### src/rtl/lap_stopwatch.sv
// Stopwatch core: min/sec/cs counter driven by a centisecond prescaler,
// with LAPS lap slots captured while running and replayed while stopped.
module lap_stopwatch #(
    parameter int unsigned TICK_DIV = 500000,
    parameter int unsigned LAPS     = 5,
    parameter int unsigned MIN_MAX  = 59,
    parameter int unsigned IDXW     = $clog2(LAPS + 1)
) (
    input  logic            CLK,
    input  logic            reset,
    input  logic            start_stop,
    input  logic            lap,
    input  logic            recall,
    input  logic            clear,
    output logic [6:0]      disp_min,
    output logic [6:0]      disp_sec,
    output logic [6:0]      disp_cs,
    output logic            running,
    output logic            recall_mode,
    output logic [IDXW-1:0] recall_idx,
    output logic [IDXW-1:0] lap_count,
    output logic            laps_full,
    output logic            overflow
);

    localparam int unsigned PW = (TICK_DIV > 1) ? $clog2(TICK_DIV) : 1;

    typedef enum logic [1:0] {StIdle, StRun, StRecall} state_e;

    state_e            state_q, state_d;
    logic [PW-1:0]     presc_q, presc_d;
    logic [6:0]        min_q, min_d, sec_q, sec_d, cs_q, cs_d;
    logic [20:0]       slot_q [LAPS];
    logic [20:0]       slot_d [LAPS];
    logic [IDXW-1:0]   lap_cnt_q, lap_cnt_d;
    logic [IDXW-1:0]   idx_q, idx_d;
    logic              ovf_q, ovf_d;
    logic              tick;
    logic              clr;
    logic [20:0]       shown;

    assign tick = (state_q == StRun) && (presc_q == PW'(TICK_DIV - 1));
    // clear is only honoured while stopped; it then masks every other pulse
    assign clr  = clear && (state_q != StRun);

    always_comb begin
        state_d   = state_q;
        presc_d   = presc_q;
        min_d     = min_q;
        sec_d     = sec_q;
        cs_d      = cs_q;
        slot_d    = slot_q;
        lap_cnt_d = lap_cnt_q;
        idx_d     = idx_q;
        ovf_d     = ovf_q;

        if (clr) begin
            state_d   = StIdle;
            presc_d   = '0;
            min_d     = '0;
            sec_d     = '0;
            cs_d      = '0;
            lap_cnt_d = '0;
            idx_d     = '0;
            ovf_d     = 1'b0;
            for (int i = 0; i < int'(LAPS); i++) slot_d[i] = '0;
        end else begin
            unique case (state_q)
                StIdle: begin
                    if (start_stop) begin
                        state_d = StRun;
                    end else if (recall && (lap_cnt_q != '0)) begin
                        state_d = StRecall;
                        idx_d   = '0;
                    end
                end
                StRun: begin
                    presc_d = tick ? '0 : presc_q + PW'(1);
                    if (tick) begin
                        if (cs_q == 7'd99) begin
                            cs_d = '0;
                            if (sec_q == 7'd59) begin
                                sec_d = '0;
                                if (min_q == 7'(MIN_MAX)) begin
                                    min_d = '0;
                                    ovf_d = 1'b1;
                                end else begin
                                    min_d = min_q + 7'd1;
                                end
                            end else begin
                                sec_d = sec_q + 7'd1;
                            end
                        end else begin
                            cs_d = cs_q + 7'd1;
                        end
                    end
                    // capture uses the pre-tick register value
                    if (lap && (lap_cnt_q < IDXW'(LAPS))) begin
                        for (int i = 0; i < int'(LAPS); i++) begin
                            if (lap_cnt_q == IDXW'(i)) slot_d[i] = {min_q, sec_q, cs_q};
                        end
                        lap_cnt_d = lap_cnt_q + IDXW'(1);
                    end
                    if (start_stop) state_d = StIdle;
                end
                StRecall: begin
                    if (start_stop) begin
                        state_d = StIdle;
                        idx_d   = '0;
                    end else if (recall) begin
                        if (({1'b0, idx_q} + (IDXW + 1)'(1)) < {1'b0, lap_cnt_q}) begin
                            idx_d = idx_q + IDXW'(1);
                        end else begin
                            state_d = StIdle;
                            idx_d   = '0;
                        end
                    end
                end
                default: state_d = StIdle;
            endcase
        end
    end

    always_ff @(posedge CLK) begin
        if (reset) begin
            state_q   <= StIdle;
            presc_q   <= '0;
            min_q     <= '0;
            sec_q     <= '0;
            cs_q      <= '0;
            slot_q    <= '{default: '0};
            lap_cnt_q <= '0;
            idx_q     <= '0;
            ovf_q     <= 1'b0;
        end else begin
            state_q   <= state_d;
            presc_q   <= presc_d;
            min_q     <= min_d;
            sec_q     <= sec_d;
            cs_q      <= cs_d;
            slot_q    <= slot_d;
            lap_cnt_q <= lap_cnt_d;
            idx_q     <= idx_d;
            ovf_q     <= ovf_d;
        end
    end

    always_comb begin
        shown = {min_q, sec_q, cs_q};
        if (state_q == StRecall) begin
            for (int i = 0; i < int'(LAPS); i++) begin
                if (idx_q == IDXW'(i)) shown = slot_q[i];
            end
        end
    end

    assign disp_min    = shown[20:14];
    assign disp_sec    = shown[13:7];
    assign disp_cs     = shown[6:0];
    assign running     = (state_q == StRun);
    assign recall_mode = (state_q == StRecall);
    assign recall_idx  = idx_q;
    assign lap_count   = lap_cnt_q;
    assign laps_full   = (lap_cnt_q == IDXW'(LAPS));
    assign overflow    = ovf_q;

endmodule

### config.mk
export PLATFORM = sky130hd
export DESIGN_NAME = lap_stopwatch
export DESIGN_NICKNAME = d
export VERILOG_FILES = /design/src/rtl/lap_stopwatch.sv
export SDC_FILE = /design/constraint.sdc
export NUM_CORES = 1
export LEC_CHECK = 0
export BUFFER_PORTS_ARGS = -buffer_cell sky130_fd_sc_hd__buf_4
export CELL_PAD_IN_SITES_DETAIL_PLACEMENT = 0
export CELL_PAD_IN_SITES_GLOBAL_PLACEMENT = 2
export CORE_ASPECT_RATIO = 1.2
export CORE_MARGIN = 2
export CORE_UTILIZATION = 37
export CTS_CLUSTER_SIZE = 16
export DETAILED_ROUTE_END_ITERATION = 7
export PLACE_DENSITY = 0.81
export REMOVE_ABC_BUFFERS = 1
export SLEW_MARGIN = 20
export SYNTH_ARGS = -nofsm -noshare
export SYNTH_HDL_FRONTEND = slang
export SYNTH_SLANG_ARGS = --single-unit
### constraint.sdc
create_clock -name CLK -period 3.02 [get_ports CLK]
set_input_delay 0.302 -clock CLK [delete_from_list [all_inputs] [get_ports CLK]]
set_output_delay 0.302 -clock CLK [all_outputs]
set_load 0.03 [all_outputs]
======== Word-level counts from Yosys, hierarchy flattened ========
Cells that the tools add are included.
Widths: inputs -> output; s select.
storage, ports and cells
  register bits after elaboration ......... 154
  word-level logic and storage cells ...... 89
  bits of input ports ..................... 6
cells by class
  eq/ne operators ......................... 22
  reductions and logical operators ........ 22
  $lt $le $gt $ge ......................... 2
  add/sub/neg operators ................... 7
  multiplexer cells ....................... 23
operators by type and width
  cell                   count
  $mux 21                6
  $add 7x1->7 const B    3
  $mux 7                 3
  $add 19x1->19 const B  1
  $eq 19x19->1 const B   1
  $mux 19                1
  $reduce_and 3->1       6
  $mux 3                 5
  $eq 7x6->1 const B     2
  $eq 3x2->1 const B     4
  $mux 2                 6
  $reduce_and 4->1       3
  $eq 3x3->1 const B     3
  $ne 3x3->1 const B     3
  $eq 7x7->1 const B     1
  $add 3x1->3 const B    2
  $eq 3x1->1 const B     2
  $logic_not 3->1        2
  $ne 2x2->1 const B     3
  $pmux 2 s3             1
  $pmux 3 s2             1
  $reduce_and 5->1       1
  $add 3x1->4 const B    1
  $logic_and 1x1->1      4
  other kinds (10)       11

======== Depth between registers and ports, before layout ========
  word-level depth ........................ 7
  gate-level depth with buffers ........... 9
  depth with buffers taken out ............ 8

======== Worst setup path before layout ========
No wires, ideal clock.
  path kind ............................... register to output
  start ................................... reg idx_q[0] (netlist: recall_idx[0])
  end ..................................... out disp_cs[0]
  data arrival time ....................... 2722 ps
  required time ........................... 2718 ps
  cell stages (with the launch flop) ...... 10
  setup slack ............................. -4 ps
  cells stage by stage .................... dfxtp_1 -> inv_1 -> ha_1 -> nand2b_1 -> clkbuf_1 -> buf_1 -> mux2i_1 -> a21oi_1 -> a211oi_1 -> o31ai_1
between the ends
  word-level cells in the longest chain between the ends .. 7
  elaborated cells on any way between the ends .. 11
  those cells by class .................... eq/ne: 4; mux: 6; reduce/logical: 1
RTL lines
  element                   line  source
  start: declaration        36    logic [IDXW-1:0] idx_q, idx_d;
  start signal: assignment  143   idx_q <= idx_d;
  $logic_not 3->1           152   if (idx_q == IDXW'(i)) shown = slot_q[i];
  $mux 21 (4 in a row)      152
  $mux 21 (*)               152
  $mux 21 (*)               150   if (state_q == StRecall) begin
  end: declaration          17    output logic [6:0] disp_cs,
Every way passes the cells marked *; elsewhere a longest branch is shown, timed or not.

======== Final worst setup path ========
  start ................................... reg idx_q[0] (netlist: recall_idx[0])
  end ..................................... out disp_min[6]
between the ends
  word-level cells in the longest chain between the ends .. 7
  elaborated cells on any way between the ends .. 11
  those cells by class .................... eq/ne: 4; mux: 6; reduce/logical: 1
RTL lines
  element               line  source
  $logic_not 3->1       152
  $mux 21 (4 in a row)  152
  $mux 21 (*)           152
  $mux 21 (*)           150
  end: declaration      15    output logic [6:0] disp_min,
Marks and branches as above.

==> results.toml <==
[place]
place_hpwl_um = 12580
gp_congestion = 0.7715
port_buffers = 36
dp_slack_ns = 0.5559

[clock_network]
root_buffer = "clkbuf_16"
cts_made_buffers = 17
clk_latency_ns = 0.42
htreeDepth = 4
clk_pin_slew_worst_paths_ns = 0.06
cts-hold-fix-buffers = 0
tritoncts = "done"
cts_setup_buffers = 0
post_cts_resized = 0
cts.path.max_buffers = 2
clock-sinks = 154

[finish]
layout-drive-gt1-share_pct = 12.40
mostFrequentLayoutCells = "155 x nand2_1, 154 x dfxtp_1, 125 x a21oi_1"
fillers = 1970
final_common_cell = "nand2_1"
syn_to_final_growth_pct = 16.59
layout.nets = 971
diodes = 0

[sta]
fin_crit_ns = 2.842
setup_tns_ns = 0
rsz0062_at_grt = "no"
tightest_slew_ns = 0.7346
min_period_over_period_pct = 94.11
timing.final.ws_setup_ns = 0.1778
slew_violations = 0
hold_viol = 0
clock_skew_ns = 0.01052
finalSetupViolations = 0
slew_headroom_pct = 50.58
max_freq_mhz = 351.8

[route]
wl_per_cell_um = 16.91
drtPass1Iterations = 5
via_count = 6441
wirelength_um = 20650
ant_nets = 0
via_per_inst = 5.275
drt_iter0_markers = 496
drc = 0

[power_and_ir_drop]
ir_drop_v = 0.0003652
power-per-cell-area_nw_per_um2 = 486.0
p_leak_nw = 3.054

[hold_path]
hp-class = "in2reg"
min_from = "start_stop"

[yosys]
yosysUniqueCellTypes = 44
syn_inst = 933
synth_top_flop_cell = "dfxtp_1"
ys_warn_count = 0
synth_enable_flop_cells = 0
netlist_area_um2 = 7376
yosys_register_bits = 154
seq_area_frac_synth_pct = 41.80
syn_area_per_cell_um2 = 7.905
synth_async_sr_flop_share_pct = 0

[critical_path]
crit_path_end_kind = "output pin"
cp-startpoint = "recall_idx[0]"
worst_setup_path_start_kind = "register"
cp_max_fo = 11
cp.arrival_ns = 2.54
path_class = "reg2out"
r2r_start = "cs_q[0]"
reg2reg_slack_ns = 0.51
required_ns = 2.72

[die]
die-width_um = 132.9
initial_core_util_pct = 37.73
die_h_um = 158.7
io_pins = 37
fp.dieArea_um2 = 21090
coreArea_um2 = 19550
rows = 56

[global_route]
overflow = 0
grt_max_degree = 56
grt_pass1_vias = 6041
antenna_found_initial = 0
grt_pass1_wl_um = 33150
track_usage_pct = 20.04

[job]
drv_cap = 0

[outcome]
status = "finished clean"
[layer usage]
metal,share of wire (%),track usage (%)
met1,45,25.09
met2,51,35.33
met3,3.1,3.598
met4,0.97,5.888
met5,0,0
[Yosys cell counts, types with 2 or more instances]
master / n / area, um2
dfxtp_1: 154 / 3083
a31oi_1: 3 / 18.77
ha_1: 16 / 200.2
nand3b_1: 2 / 15.01
and3_1: 7 / 43.79
xnor2_1: 7 / 61.31
or3_1: 10 / 62.56
a211oi_1: 22 / 165.2
mux2i_1: 43 / 430.4
and4_1: 2 / 17.52
nand4_1: 8 / 50.05
o21a_1: 3 / 22.52
nand3_1: 60 / 300.3
o21ai_0: 35 / 175.2
buf_1: 6 / 22.52
nor2_1: 57 / 214.0
nor2b_1: 26 / 162.7
and2_1: 5 / 31.28
a21oi_1: 125 / 625.6
nor3b_1: 2 / 15.01
a22oi_1: 21 / 157.7
or4_1: 3 / 22.52
xor2_1: 16 / 140.1
nand2b_1: 6 / 37.54
nand4b_1: 4 / 35.03
nor4_1: 4 / 25.02
nand2_1: 155 / 581.8
nor3_1: 5 / 25.02
clkbuf_1: 77 / 289.0
o31ai_1: 22 / 165.2
inv_1: 13 / 48.80
o311a_1: 2 / 20.02
[state kept, by name, indices dropped and copies added (netlist names)]
register and count:
min_q 7, overflow 1, sec_q 7, recall_idx 3, state_q 2, slot_q 105, lap_count 3, presc_q 19
cs_q 7
[path summary, 6_finish.rpt]
| check | endpoint | cells after the start |
|---|---|---|
| worst max-delay path | disp_min[6] | 7 |
| worst min-delay path | state_q[1] | 2 |
| worst max register to register | min_q[5] | 6 |
| worst min register to register | slot_q[81] | 2 |
[power breakdown]
part / switching, W / internal (W)
Combinational: 0.0000973 / 0.0000278
Sequential: 0.00000490 / 0.00203
Clock: 0.000832 / 0.00118
[final cells by class]
class / count / area (um2) / area share [%]
Clock buffer: 22 / 474.2 / 5.514
Multi-Input combinational cell: 682 / 3950 / 45.93
Inverter: 13 / 48.80 / 0.5674
Timing Repair Buffer: 81 / 645.6 / 7.508
Tap cell: 261 / 326.6 / 3.797
Sequential cell: 154 / 3083 / 35.85
Clock inverter: 8 / 71.32 / 0.8293
[stage by stage]
step / total power, W / instances / cell area [um2] / util (%) / hold slack [ns]
floorplan: 0.002144 / 849 / 7059 / - / 0.4332
global placement: 0.002210 / 1191 / 8054 / 41.20 / 0.4394
detailed placement: 0.002210 / 1191 / 8054 / 41.20 / 0.4437
CTS: 0.004244 / 1221 / 8600 / 43.99 / 0.1646
global route: 0.004338 / 1221 / 8600 / 43.99 / 0.1939
finish: 0.004179 / 1221 / 8600 / 43.99 / 0.1898
[worst max-delay path, cell delays in order, from the launching register on]
cell and delay (ns):
dfxtp_1 0.43, inv_1 0.11, ha_1 0.22, nand2_1 0.10, nand2_1 0.40, buf_4 0.37
o31ai_1 0.27, buf_4 0.20
[logic make-up (layout without fill, tap and decap cells)]
logic type / count (synthesis) / count (layout) / share of synthesized area, %
muxes: 43 / 43 / 5.835
xor gates and xnor gates: 23 / 23 / 2.731
buffers and inverters: 97 / 124 / 4.953
and+or+nand+nor: 361 / 361 / 23.04
DFF: 154 / 154 / 41.80
adders and majority gates: 16 / 16 / 2.714
AOI/OAI and AO/OA: 239 / 239 / 18.93
No activity file was read; power rests on OpenSTA's default activity.
